File: src/rtl/fetch_unit_pkg.sv
// Shared constants and packet type for the instruction-fetch stage.
package rv_fetch_pkg;

  localparam int unsigned PC_W      = 8;
  localparam int unsigned INST_W    = 32;
  localparam int unsigned BUF_DEPTH = 2;

  localparam logic [PC_W-1:0]   RESET_PC = '0;
  localparam logic [INST_W-1:0] NOP_INST = 32'h0000_0013;

  typedef struct packed {
    logic [INST_W-1:0] inst;
    logic [PC_W-1:0]   pc;
  } fetch_pkt_t;

endpackage

File: src/rtl/fetch_unit_if.sv
// Memory request/response, redirect and decode handshake signals of the fetch stage.
interface fetch_unit_if;
  import rv_fetch_pkg::*;

  logic [PC_W-1:0]   mem_pc;
  logic              mem_read_en;
  logic [INST_W-1:0] mem_inst;
  logic              redirect_valid;
  logic [PC_W-1:0]   redirect_pc;
  logic              out_valid;
  logic              out_ready;
  logic [INST_W-1:0] out_inst;
  logic [PC_W-1:0]   out_pc;

  modport master (
    output mem_pc, mem_read_en, out_valid, out_inst, out_pc,
    input  mem_inst, redirect_valid, redirect_pc, out_ready
  );

  modport slave (
    input  mem_pc, mem_read_en, out_valid, out_inst, out_pc,
    output mem_inst, redirect_valid, redirect_pc, out_ready
  );

endinterface

File: src/rtl/fetch_skid_fifo.sv
// Two-entry {inst, pc} buffer between the memory response and decode; flush beats push.
module fetch_skid_fifo
  import rv_fetch_pkg::*;
(
  input  logic       clk_i,
  input  logic       rst_i,
  input  logic       flush_i,
  input  logic       push_i,
  input  fetch_pkt_t push_pkt_i,
  input  logic       pop_i,
  output logic [1:0] count_o,
  output fetch_pkt_t head_o
);

  fetch_pkt_t mem_q [BUF_DEPTH];
  fetch_pkt_t mem_d [BUF_DEPTH];
  logic       rd_ptr_q, rd_ptr_d;
  logic       wr_ptr_q, wr_ptr_d;
  logic [1:0] count_q, count_d;

  always_comb begin
    mem_d    = mem_q;
    rd_ptr_d = rd_ptr_q;
    wr_ptr_d = wr_ptr_q;
    count_d  = count_q;
    if (flush_i) begin
      rd_ptr_d = 1'b0;
      wr_ptr_d = 1'b0;
      count_d  = 2'd0;
    end else begin
      if (push_i) begin
        mem_d[wr_ptr_q] = push_pkt_i;
        wr_ptr_d        = ~wr_ptr_q;
      end
      if (pop_i) begin
        rd_ptr_d = ~rd_ptr_q;
      end
      unique case ({push_i, pop_i})
        2'b10:   count_d = count_q + 2'd1;
        2'b01:   count_d = count_q - 2'd1;
        default: count_d = count_q;
      endcase
    end
  end

  always_ff @(posedge clk_i) begin
    if (rst_i) begin
      mem_q    <= '{default: '0};
      rd_ptr_q <= 1'b0;
      wr_ptr_q <= 1'b0;
      count_q  <= 2'd0;
    end else begin
      mem_q    <= mem_d;
      rd_ptr_q <= rd_ptr_d;
      wr_ptr_q <= wr_ptr_d;
      count_q  <= count_d;
    end
  end

  assign count_o = count_q;
  assign head_o  = mem_q[rd_ptr_q];

endmodule

File: src/rtl/fetch_unit.sv
// Fetch stage: owns the PC, issues credit-limited reads and buffers responses for decode.
module fetch_unit
  import rv_fetch_pkg::*;
(
  input logic          pclk,
  input logic          rst,
  fetch_unit_if.master bus
);

  logic [PC_W-1:0] fetch_pc_q, fetch_pc_d;
  logic [PC_W-1:0] inflight_pc_q, inflight_pc_d;
  logic            inflight_q, inflight_d;

  logic [1:0]  count;
  logic [1:0]  credit;
  fetch_pkt_t  head;
  fetch_pkt_t  push_pkt;
  logic        pop, push, issue;

  always_comb begin
    bus.out_valid = (count != 2'd0) && !rst && !bus.redirect_valid;
    pop           = bus.out_valid && bus.out_ready;
    // Slots already spoken for once this edge settles: buffered + returning - leaving.
    credit        = count + {1'b0, inflight_q} - {1'b0, pop};
    issue         = !rst && !bus.redirect_valid && (credit < 2'd2);
    push          = inflight_q && !bus.redirect_valid;
    push_pkt      = '{inst: bus.mem_inst, pc: inflight_pc_q};

    fetch_pc_d    = fetch_pc_q;
    inflight_d    = issue;
    inflight_pc_d = inflight_pc_q;
    if (bus.redirect_valid) begin
      fetch_pc_d = bus.redirect_pc;
    end else if (issue) begin
      fetch_pc_d    = fetch_pc_q + 1'b1;
      inflight_pc_d = fetch_pc_q;
    end

    bus.mem_pc      = fetch_pc_q;
    bus.mem_read_en = issue;
    bus.out_inst    = head.inst;
    bus.out_pc      = head.pc;
  end

  always_ff @(posedge pclk) begin
    if (rst) begin
      fetch_pc_q    <= RESET_PC;
      inflight_q    <= 1'b0;
      inflight_pc_q <= '0;
    end else begin
      fetch_pc_q    <= fetch_pc_d;
      inflight_q    <= inflight_d;
      inflight_pc_q <= inflight_pc_d;
    end
  end

  fetch_skid_fifo u_fifo (
    .clk_i      (pclk),
    .rst_i      (rst),
    .flush_i    (bus.redirect_valid),
    .push_i     (push),
    .push_pkt_i (push_pkt),
    .pop_i      (pop),
    .count_o    (count),
    .head_o     (head)
  );

endmodule

File: src/flat_wrapper.sv
// flat-port wrapper written by rule: the top's interface ports become plain ports
module fetch_unit_flat import rv_fetch_pkg::*;
  (pclk, rst, bus_mem_pc, bus_mem_read_en, bus_out_valid, bus_out_inst, bus_out_pc, bus_mem_inst, bus_redirect_valid, bus_redirect_pc, bus_out_ready);
  fetch_unit_if bus_i ();
  input logic pclk;
  input logic rst;
  output wire logic [$bits(bus_i.mem_pc)-1:0] bus_mem_pc;
  output wire logic [$bits(bus_i.mem_read_en)-1:0] bus_mem_read_en;
  output wire logic [$bits(bus_i.out_valid)-1:0] bus_out_valid;
  output wire logic [$bits(bus_i.out_inst)-1:0] bus_out_inst;
  output wire logic [$bits(bus_i.out_pc)-1:0] bus_out_pc;
  input wire logic [$bits(bus_i.mem_inst)-1:0] bus_mem_inst;
  input wire logic [$bits(bus_i.redirect_valid)-1:0] bus_redirect_valid;
  input wire logic [$bits(bus_i.redirect_pc)-1:0] bus_redirect_pc;
  input wire logic [$bits(bus_i.out_ready)-1:0] bus_out_ready;
  assign bus_mem_pc = bus_i.mem_pc;
  assign bus_mem_read_en = bus_i.mem_read_en;
  assign bus_out_valid = bus_i.out_valid;
  assign bus_out_inst = bus_i.out_inst;
  assign bus_out_pc = bus_i.out_pc;
  assign bus_i.mem_inst = bus_mem_inst;
  assign bus_i.redirect_valid = bus_redirect_valid;
  assign bus_i.redirect_pc = bus_redirect_pc;
  assign bus_i.out_ready = bus_out_ready;
  fetch_unit u_core (.pclk(pclk), .rst(rst), .bus(bus_i));
endmodule
File: config.mk
export PLATFORM = sky130hd
export DESIGN_NAME = fetch_unit_flat
export DESIGN_NICKNAME = d
export VERILOG_FILES = /design/src/rtl/fetch_unit_pkg.sv /design/src/rtl/fetch_unit_if.sv /design/src/rtl/fetch_skid_fifo.sv /design/src/rtl/fetch_unit.sv /design/src/flat_wrapper.sv
export SDC_FILE = /design/constraint.sdc
export NUM_CORES = 1
export LEC_CHECK = 0
export ABC_AREA = 1
export BUFFER_PORTS_ARGS = -buffer_cell sky130_fd_sc_hd__buf_2
export CAP_MARGIN = 10
export CORE_AREA = 2 2 93 95
export DETAILED_ROUTE_END_ITERATION = 16
export DIE_AREA = 0 0 95 97
export GPL_TIMING_DRIVEN = 0
export PLACE_DENSITY = 0.86
export SYNTH_ARGS = -nofsm -noshare
export SYNTH_HDL_FRONTEND = slang
export SYNTH_SLANG_ARGS = --single-unit
File: constraint.sdc
create_clock -name pclk -period 3 [get_ports pclk]
set_clock_uncertainty 0.1 [all_clocks]
set_input_delay 0.6 -clock pclk [delete_from_list [all_inputs] [get_ports pclk]]
set_output_delay 0.6 -clock pclk [all_outputs]
set_load 0.02 [all_outputs]
# Word-level counts from Yosys, hierarchy flattened
# Index checks and enable logic that the tools add are counted.
[totals]
latchBits = 0
mem_count = 0
ramBits = 0
mem_bits_ro = 0
regBits = 101
word_cells = 50
[op_classes]
n_lt_le_gt_ge = 4
n_reduce_logical = 15
shift = 0
muxes = 9
addsub = 5
n_eq_ne = 2
n_bitwise = 5
multipliers = 0
div_mod_pow = 0
[op_table]
columns = ["operator", "n"]
rows = [
  ["$mux W40", 4],
  ["$bwmux W80", 1],
  ["$demux W40 S1", 1],
  ["$mux W8", 2],
  ["$add A8 B1 Y8 const B", 1],
  ["$logic_and A1 B1 Y1", 7],
  ["$reduce_bool A2 Y1", 3],
  ["$ge A2 B2 Y1 const B", 2],
  ["$not A1 Y2", 2],
  ["$pmux W2 S2", 1],
  ["$reduce_and A2 Y1", 2],
  ["$not A1 Y1", 3],
  ["$add A2 B1 Y2", 1],
  ["$add A2 B1 Y2 const B", 1],
  ["$eq A2 B1 Y1 const B", 1],
  ["$eq A2 B2 Y1 const B", 1],
  ["$logic_not A1 Y1", 2],
  ["$lt A2 B1 Y1 const B", 1],
  ["$lt A2 B2 Y1 const B", 1],
  ["$reduce_or A2 Y1", 1],
  ["$sub A2 B1 Y2", 1],
  ["$sub A2 B1 Y2 const B", 1],
]

# Logic depth before layout (Yosys ltp)
[logic_depth]
word_depth = 9
depth_mapped = 17
depth_no_buf = 16

# Cells and area by module
# A second synthesis with hierarchy kept.
[unflattened]
hier_cells = 564
area_unflattened_um2 = 4660.7
[by_module_without_submodules]
columns = ["module", "cells_each", "n_inst", "area_per_inst_um2", "seq_area_each_um2"]
rows = [
  ["fetch_skid_fifo", 422, 1, 3629.7, 1681.6],
  ["fetch_unit", 142, 1, 1031.0, 340.3],
]

# Worst setup path after synthesis
# No wires, ideal clock.
[synth_timing]
kind = "input port to output port"
start = "input port bus_redirect_valid"
end = "output port bus_mem_read_en"
arrival_ps = 2170
stages = 13
path_buffers = 2
t_required_ps = 2300
setup_slack_ps = 130
cell_sequence = "buf_6 > nor2_4 > inv_2 > a21oi_2 > nand2_1 > inv_1 > ha_1 > nor2_4 > inv_2 > nand2_2 > nand2_2 > nor2_4 > buf_6"
[synth_via]
elab_chain_len = 6
[synth_lines]
columns = ["element", "line_no", "text"]
rows = [
  ["start: declaration", "flat_wrapper.sv:13", "input wire logic [$bits(bus_i.redirect_valid)-1:0] bus_redirect_valid;"],
  ["$logic_not A1 Y1", "fetch_unit.sv:21", "bus.out_valid = (count != 2'd0) && !rst && !bus.redirect_valid;"],
  ["$logic_and A1 B1 Y1", "fetch_unit.sv:21", ""],
  ["net bus_out_valid", "flat_wrapper.sv:9", "output wire logic [$bits(bus_i.out_valid)-1:0] bus_out_valid;"],
  ["$logic_and A1 B1 Y1", "fetch_unit.sv:22", "pop = bus.out_valid && bus.out_ready;"],
  ["net u_core.pop", "fetch_unit.sv:18", "logic pop, push, issue;"],
  ["$sub A2 B1 Y2", "fetch_unit.sv:24", "credit = count + {1'b0, inflight_q} - {1'b0, pop};"],
  ["$lt A2 B2 Y1", "fetch_unit.sv:25", "issue = !rst && !bus.redirect_valid && (credit < 2'd2);"],
  ["$logic_and A1 B1 Y1", "fetch_unit.sv:25", ""],
  ["end: declaration", "flat_wrapper.sv:8", "output wire logic [$bits(bus_i.mem_read_en)-1:0] bus_mem_read_en;"],
]
# The timed path passes the listed nets, and every way through them passes these cells.

# Worst setup path in the final report
[layout_timing]
start = "input port rst"
end = "output port bus_mem_read_en"
[layout_via]
elab_chain_len = 7
[layout_lines]
columns = ["element", "line_no", "text"]
rows = [
  ["start: declaration", "flat_wrapper.sv:6", "input logic rst;"],
  ["$logic_not A1 Y1", "fetch_unit.sv:21", ""],
  ["$logic_and A1 B1 Y1 (2 in a row)", "fetch_unit.sv:21", ""],
  ["$logic_and A1 B1 Y1", "fetch_unit.sv:22", ""],
  ["net u_core.pop", "fetch_unit.sv:18", ""],
  ["$sub A2 B1 Y2", "fetch_unit.sv:24", ""],
  ["$lt A2 B2 Y1", "fetch_unit.sv:25", ""],
  ["$logic_and A1 B1 Y1", "fetch_unit.sv:25", ""],
]
# The timed path passes the listed nets, and every way through them passes these cells.

==> results.md <==
* Status: completed
* # placed instances at 791
* Core Util, Final at 0.6347
* Slowest Stage Delay on Critical Path at 0.28 ns
* Pin count of the biggest net entering global routing at 17
* Post-route insts no fill at 814
* Filler cell count at 707
* WP data arrival at 2.23 ns
* ANT cells at 0
* Worst reg2reg path startpoint: u_core.u_fifo.count_o[0]
* CTS tree: done
* CTS Buf Count at 9
* Area occupied by multi-input gates at 1879 um^2
* Final hold vios at 0
* Startpoint types: primary input
* Tcrit/Tclk final at 0.9762
* Vias at 4323
* Htree depth at 3
* Residual DRC at 0
* Layout cell share with drive strength beyond 1 at 0.2228
* Most common cell after layout, fill and taps aside: o21ai_0
* Gpl congestion at 0.8484
* Clock slew at reported path FFs at 0.08 ns
* Die Wd at 95 um
* Final WL at 11090 um
* Final Instance Area at 5162 um^2
* Vias in the first global route at 4049
* Post-synth cell types at 25
* Most frequent cells in the layout: o21ai_0 (121), buf_2 (102), dfxtp_1 (101)
* Max-Slew Margin vs Limit at 0.6539
* Die ar. at 9215 um^2
* CP endpoint: bus_mem_read_en
* Final Critical Period at 2.928 ns
* Place WS at -0.06972 ns
* Wire per inst at 13.62 um
* Root buf cell: clkbuf_8
* Syn Inst Count at 594
* GRT overflow at 0
* Num rows at 33
* Slowest CP cell: ha_2
* Nets@finish at 751
* Total power at 2.574 mW
* Largest cells by area after synthesis: dfxtp_1 (47%), o21ai_0 (14%), nand2_1 (8.0%)
* Max clock buf depth at 2
* Global-route wire length before repair at 18370 um
* Syn Std Cell Area at 4292 um^2
* CP Capture Type: primary output
* DRT Pass-1 Iters at 5
* Mean area per synthesized cell at 7.225 um^2
* Crit-path max FO at 6
* DIE HEIGHT at 97 um
* Min-Delay Path Class: flop to flop
* Worst IR Drop VDD at 237.7 uV
* Final WS setup at 0.07154 ns
* YS warnings at 0
* PwrDens at 498.6 nW/um^2
* Static Leak at 2.280 nW
* Max Slew Vio Count at 0
* Mapped Nets at 641
* WS Path Type: primary input to primary output
* Sequential cell area fraction in the yosys report at 0.4711
* Maximum clock frequency at 341.5 MHz
* Clock Latency Late Sink at 0.37 ns
* Area post-placement at 4883 um^2
* Post-synth top area cell: dfxtp_1
* Vias/cell at 5.311
* Core region area at 8134 um^2
* Final Setup Violations at 0
* Clock Sinks at 101
* Worst-margin pin slew at 0.5192 ns
* Remaining antenna violation count at 0
* Synthesized flop and latch total at 101
* Top-area cell type share of the netlist area at 0.4711
* GRT Overall Usage at 0.2479
* Starting Density at 0.5276
* Worst-path cell chain: clkbuf_4 > nor2_4 > inv_4 > a21oi_4 > nand2_2 > inv_2 > ha_2 > nor2_4 > inv_2 > nand2_2 > nand2_2 > nor2_4 > buf_6 > buf_6
* R2R Setup Slk at 0.84 ns
* CP Launch Point: rst
* FF-to-FF path depth at 14
* Io pins at 94
* Data required time at the worst endpoint at 2.30 ns
* Max Cap Viol at 0
* Sequential Area at 2022 um^2
* Antenna violations before repair at 0
* Port Buffers at 92
* Synthesis-to-layout area growth at 20.29%
* DP HPWL at 7734 um
* FF-to-FF End: u_core.inflight_pc_q[1]
* DRT iter0 DRCs at 254
==> how the worst min path moves through the flow <==
stage,slack (ns),to,start,depth (start not counted)
finish,0.35,u_core.u_fifo.mem_q[55],u_core.u_fifo.mem_q[55],2
global route,0.36,u_core.u_fifo.mem_q[14],bus_mem_inst[6],3
CTS,0.35,u_core.u_fifo.mem_q[55],u_core.u_fifo.mem_q[55],2
detailed placement,0.34,u_core.u_fifo.mem_q[75],u_core.u_fifo.mem_q[75],2
global placement,0.33,u_core.u_fifo.mem_q[73],u_core.u_fifo.mem_q[73],2
floorplan,0.32,u_core.u_fifo.mem_q[40],u_core.u_fifo.mem_q[40],2
==> where the power goes <==
group | switching [mW] | internal, mW | leakage, nW | total (mW)
Clock | 0.463 | 0.410 | 0.0959 | 0.873
Sequential | 0.0220 | 1.38 | 0.821 | 1.41
Combinational | 0.189 | 0.107 | 1.36 | 0.296
==> Yosys cell counts <==
master and n:
a21oi_1 58, o21ai_1 5, inv_1 50, nand3_1 14, xor2_1 1, dfxtp_1 101, clkbuf_2 4, clkbuf_1 14
nand2_1 92, xnor2_1 3, inv_4 1, buf_4 2, buf_6 2, o21ai_2 2, buf_1 6, ha_1 3
nand3b_1 1, nand3_2 3, o21ai_0 121, nand2_2 3, inv_2 5, buf_2 12, nor2_1 85, nor2_4 4
a21oi_2 2
==> repair_timing <==
action	in CTS	in global routing
buffers inserted	1	6
pin swaps	1	4
gates resized for setup	1	8
endpoints found under the setup margin	1	1
hold buffers	0	0
==> routing by layer <==
metal	vias to the layer above	global-route usage	wire, um
li1	2130	-	-
met1	1990	0.3274	4764
met2	174	0.3923	5253
met3	29	0.04595	759
met4	0	0.1093	308
met5	-	0	0
==> per-stage QoR <==
| stage | hold WS (ns) | TNS (ns) |
|---|---|---|
| 6_report | 0.3538 | 0 |
| 5_1_grt | 0.3581 | -0.01797 |
| 4_1_cts | 0.3511 | 0 |
| 3_5_place_dp | 0.3377 | -0.06972 |
| 3_3_place_gp | 0.3312 | -0.01868 |
| 2_1_floorplan | 0.3238 | 0 |
==> kinds of logic after synthesis <==
family,share of synthesized area
AO/OA/AOI/OAI,0.2227
XOR/XNOR,0.008165
adder cells (fa/ha/maj),0.008747
buffers and inverters,0.09446
flip-flops,0.4711
AND/OR/NAND/NOR,0.1948
==> layout make-up <==
class | instances | area share
Buffer | 40 | 0.03732
Clock buffer | 11 | 0.02739
Clock inverter | 5 | 0.01139
Inverter | 56 | 0.04169
Multi-Input combinational cell | 397 | 0.3640
Sequential cell | 101 | 0.3917
Tap cell | 105 | 0.02545
Timing Repair Buffer | 99 | 0.1011
==> critical path: cells and delay by family <==
kind / cells / cell delay (ns)
AOI/OAI and AO/OA: 1 / 0.13
adders and majority gates: 1 / 0.28
buffers and inverters: 6 / 0.60
and+or+nand+nor: 6 / 0.62
==> registers in the layout, indices dropped and copies added, names as in the netlist <==
name and flops:
u_core.u_fifo.count_o 2, u_core.u_fifo.rd_ptr_q 1, u_core.bus.mem_pc 8, u_core.inflight_q 1
u_core.u_fifo.mem_q 80, u_core.inflight_pc_q 8, u_core.u_fifo.wr_ptr_q 1
No activity file was read; power rests on OpenSTA's default activity.
